===== src/rtl/pipe_stage_reg.sv =====
// Parametrised inter-stage pipeline register with stall, flush, per-stage
// kill and bubble insertion that forces control to a safe value.
module pipe_stage_reg #(
  parameter int unsigned CTRL_W = 16,
  parameter int unsigned DATA_W = 64,
  parameter logic [CTRL_W-1:0] CTRL_SAFE = '0,
  parameter int unsigned DEPTH = 1,
  localparam int unsigned CNT_W = $clog2(DEPTH + 1)
) (
  input  logic              clk,
  input  logic              rst,
  input  logic              in_valid,
  input  logic [CTRL_W-1:0] in_ctrl,
  input  logic [DATA_W-1:0] in_data,
  input  logic              stall,
  input  logic              flush,
  input  logic [DEPTH-1:0]  kill,
  output logic              out_valid,
  output logic [CTRL_W-1:0] out_ctrl,
  output logic [DATA_W-1:0] out_data,
  output logic [CNT_W-1:0]  vld_count,
  output logic [15:0]       stall_cnt
);

  logic [DEPTH-1:0]  v_q, v_d;
  logic [CTRL_W-1:0] c_q [DEPTH];
  logic [CTRL_W-1:0] c_d [DEPTH];
  logic [DATA_W-1:0] d_q [DEPTH];
  logic [DATA_W-1:0] d_d [DEPTH];
  logic [15:0]       scnt_q, scnt_d;

  always_comb begin
    v_d = v_q;
    for (int i = 0; i < DEPTH; i++) begin
      c_d[i] = c_q[i];
      d_d[i] = d_q[i];
    end
    if (flush) begin
      v_d = '0;
      for (int i = 0; i < DEPTH; i++) c_d[i] = CTRL_SAFE;
    end else if (stall) begin
      for (int i = 0; i < DEPTH; i++) begin
        if (kill[i]) begin
          v_d[i] = 1'b0;
          c_d[i] = CTRL_SAFE;
        end
      end
    end else begin
      v_d[0] = in_valid;
      c_d[0] = in_valid ? in_ctrl : CTRL_SAFE;
      d_d[0] = in_data;
      for (int i = 1; i < DEPTH; i++) begin
        v_d[i] = v_q[i-1] & ~kill[i-1];
        c_d[i] = v_d[i] ? c_q[i-1] : CTRL_SAFE;
        d_d[i] = d_q[i-1];
      end
    end
  end

  always_comb begin
    scnt_d = 16'd0;
    if (stall && !flush)
      scnt_d = (scnt_q == 16'hFFFF) ? scnt_q : scnt_q + 16'd1;
  end

  always_ff @(posedge clk or posedge rst) begin
    if (rst) begin
      v_q    <= '0;
      scnt_q <= 16'd0;
      for (int i = 0; i < DEPTH; i++) begin
        c_q[i] <= CTRL_SAFE;
        d_q[i] <= '0;
      end
    end else begin
      v_q    <= v_d;
      scnt_q <= scnt_d;
      for (int i = 0; i < DEPTH; i++) begin
        c_q[i] <= c_d[i];
        d_q[i] <= d_d[i];
      end
    end
  end

  always_comb begin
    vld_count = '0;
    for (int i = 0; i < DEPTH; i++)
      vld_count = vld_count + CNT_W'(v_q[i]);
  end

  assign out_valid = v_q[DEPTH-1];
  assign out_ctrl  = c_q[DEPTH-1];
  assign out_data  = d_q[DEPTH-1];
  assign stall_cnt = scnt_q;

endmodule


===== config.mk =====
export PLATFORM = sky130hd
export DESIGN_NAME = pipe_stage_reg
export DESIGN_NICKNAME = d
export VERILOG_FILES = /design/src/rtl/pipe_stage_reg.sv
export SDC_FILE = /design/constraint.sdc
export NUM_CORES = 1
export LEC_CHECK = 0
export ABC_AREA = 1
export CAP_MARGIN = 20
export CORE_ASPECT_RATIO = 0.9
export CORE_MARGIN = 5
export CORE_UTILIZATION = 45
export CTS_CLUSTER_DIAMETER = 100
export DETAILED_ROUTE_END_ITERATION = 8
export GPL_TIMING_DRIVEN = 0
export MAX_ROUTING_LAYER = met4
export PLACE_DENSITY = 0.86
export SYNTH_ARGS = -nofsm -noshare
export SYNTH_HDL_FRONTEND = slang
export SYNTH_SLANG_ARGS = --single-unit

===== constraint.sdc =====
create_clock -name clk -period 6.9 [get_ports clk]
set_clock_uncertainty 0.05 [all_clocks]
set_input_delay 1.38 -clock clk [delete_from_list [all_inputs] [get_ports clk]]
set_output_delay 1.38 -clock clk [all_outputs]
set_load 0.02 [all_outputs]

==> flow_summary.toml <==
[status]
status = "completed"

[clock_network]
cts_tree = "done"
worstSkewPairLatency_ns = 0.35
cts_resized = 0
post_cts_buffers = 0
h-tree-depth = 3
cts_buffers = 9
root_buffer = "clkbuf_8"
path_clk_slew_ns = 0.09
cts_buffer_depth = 2
cts_hold_buffers = 0
cts.sinks = 97

[sta]
max_freq_ghz = 0.342
finalMaxSlewViolations = 0
worst_pin_slew_ns = 0.623
setup_viol = 0
final_hold_viol_count = 0
maxSlewHeadroom_pct = 58.5
post-route-min-period_ns = 2.92
rsz0062_at_grt = "false"
fin_setup_tns_ns = 0
fin_crit_sh_pct = 42.4

[floorplanning]
die_area_um2 = 11200
floorplan.initialDensity_pct = 45.7
ioPinCount = 184
fp.coreArea_um2 = 9000
fp-row-count = 33
die_w_um = 111
die_y_um = 101

[place]
hpwl_mm = 8.76
portBuffers = 182
gp_congestion = 0.908
dpl-instance-area_um2 = 6120

[detailed_routing]
ant_nets = 0
wl_mm = 11.3
drc = 0
vias_per_cell = 5.03
wl_per_cell_um = 16.8
drtPass1Iterations = 4
drt_iter0_drc = 121
vias = 3371

[yosys]
synth-seq-cells = 97
synth.area.top_cells = "dfrtp_1 (59%), mux2_1 (17%), nand3_1 (6.1%)"
ys_types = 27
synth_fp_nets = 438
syn_area_um2 = 4110
async_flop_share_pct = 100
synth_top_area_share_pct = 59.0
syn_inst = 351
synthFlopType = "dfrtp_1"
synth_edf_count = 0
synth_top_cell_by_area = "dfrtp_1"
ys_warn_count = 0
seq_area_frac_synth_pct = 59.0
syn_avg_cell_area_um2 = 11.7

[layout]
layout_common_cells = "clkdlybuf4s50_1 (182), dfrtp_1 (97), mux2_1 (63)"
final_common_cell = "clkdlybuf4s50_1"
nFillCells = 679
fin_nets = 632
num_antenna_cells = 0
stdcell_area_um2 = 6320
drive_above_1_share_pct = 8.21
area_growth_pct = 53.7

[global_routing]
grt_pass1_vias = 3761
grt_usage_pct = 21.4
antenna_found_initial = 0
grt_max_degree = 51
overflow = 0
grt_pass1_wl_mm = 18.7

[worst_setup_path]
rr_worst_depth = 8
end_kind = "output port"
startpoint_type = "flop"
slowest_delay_ns = 0.66
worstPathMaxFanout = 7
cp_data_arrival_time_ns = 1.49
crit_family = "buffers and inverters"
cp_num_buf_inv = 1
required_ns = 5.47
slowest_stage = "clkdlybuf4s50_1"
r2r_start = "stall_cnt[0]"
crit_type = "flop to output port"
path_cells = "clkdlybuf4s50_1"
r2r-end = "stall_cnt[14]"
rrSetupSlack_ns = 5.24

[power]
power.density_nw_per_um2 = 220
leakage_nw = 2.81
finalPower_mw = 1.39
ir_drop_uv = 131

[worst_hold_path]
min_from = "out_data[15]"
hold_path_class = "flop to flop"
hold_depth = 1
hold-path-endpoint = "out_data[15]"

[flow_run]
maxCapViolations = 0
## registers in the layout, summed over array words and instances (netlist names)
register and flops:
stall_cnt 16, out_valid 1, out_ctrl 16, out_data 64
## per-stage QoR
stage / util, % / worst slack [ns] / instances / hold WS, ns
floorplan: - / 2.94 / 351 / 0.559
global placement: 67.6 / 1.60 / 655 / 0.416
detailed placement: 68.0 / 3.81 / 656 / 0.424
CTS: 70.2 / 3.97 / 670 / 0.446
global route: 70.2 / 3.90 / 670 / 0.472
finish: 70.2 / 3.98 / 670 / 0.441
## cells in the mapped netlist, drive strengths merged (2+ instances only)
cell type and n:
dfrtp 97, nand2 65, mux2 64, nand3 51, nor2 24, buf 14
inv 14, nand4 5, o21ai 4, a21oi 3, or2 3, clkbuf 2
o21bai 2
## metal layers
layer	track usage, %	vias to the layer above	part of all wire [%]	routed length [um]
met3	5.34	21	6.1	690
met2	38.2	142	53	5980
li1	-	1560	-	-
met1	24.2	1648	39	4380
met4	6.06	0	1.8	207
met5	-	-	0	0
## power by group
part	leakage, nW	total [mW]	internal (mW)	switching (mW)
registers	1.21	0.658	0.627	0.0306
logic	1.50	0.341	0.182	0.159
clock network	0.102	0.394	0.201	0.193
total	2.81	1.39	1.01	0.382
## cells by family (layout without fill, tap and decap cells)
kind of cell / Yosys count / count (layout) / synth area share (%)
flops: 97 / 97 / 59.0
compound gates: 10 / 10 / 1.46
simple gates: 148 / 148 / 17.2
fa+ha+maj: 1 / 1 / 0.304
buf+inv: 31 / 228 / 4.53
mux: 64 / 64 / 17.5
## how the worst max path moves through the flow
stage / slack [ns] / to / depth (start not counted) / start
6_report: 3.98 / stall_cnt[2] / 1 / stall_cnt[2]
5_1_grt: 3.90 / stall_cnt[2] / 1 / stall_cnt[2]
4_1_cts: 3.97 / stall_cnt[2] / 1 / stall_cnt[2]
3_5_place_dp: 3.81 / out_data[6] / 4 / flush
3_3_place_gp: 1.60 / out_ctrl[1] / 2 / rst
2_1_floorplan: 2.94 / out_ctrl[0] / 1 / rst
## cell type report
cell class | count | area (um2) | share of cell area (%)
sequential | 97 | 2430 | 38.4
timing repair buffer | 183 | 1850 | 29.2
multi-input combinational | 223 | 1500 | 23.7
tap | 122 | 153 | 2.41
buffer | 16 | 130 | 2.06
clock buffer | 9 | 124 | 1.96
clock inverter | 5 | 81.3 | 1.29
inverter | 15 | 58.8 | 0.930
Power figures use the tool's default switching activity.
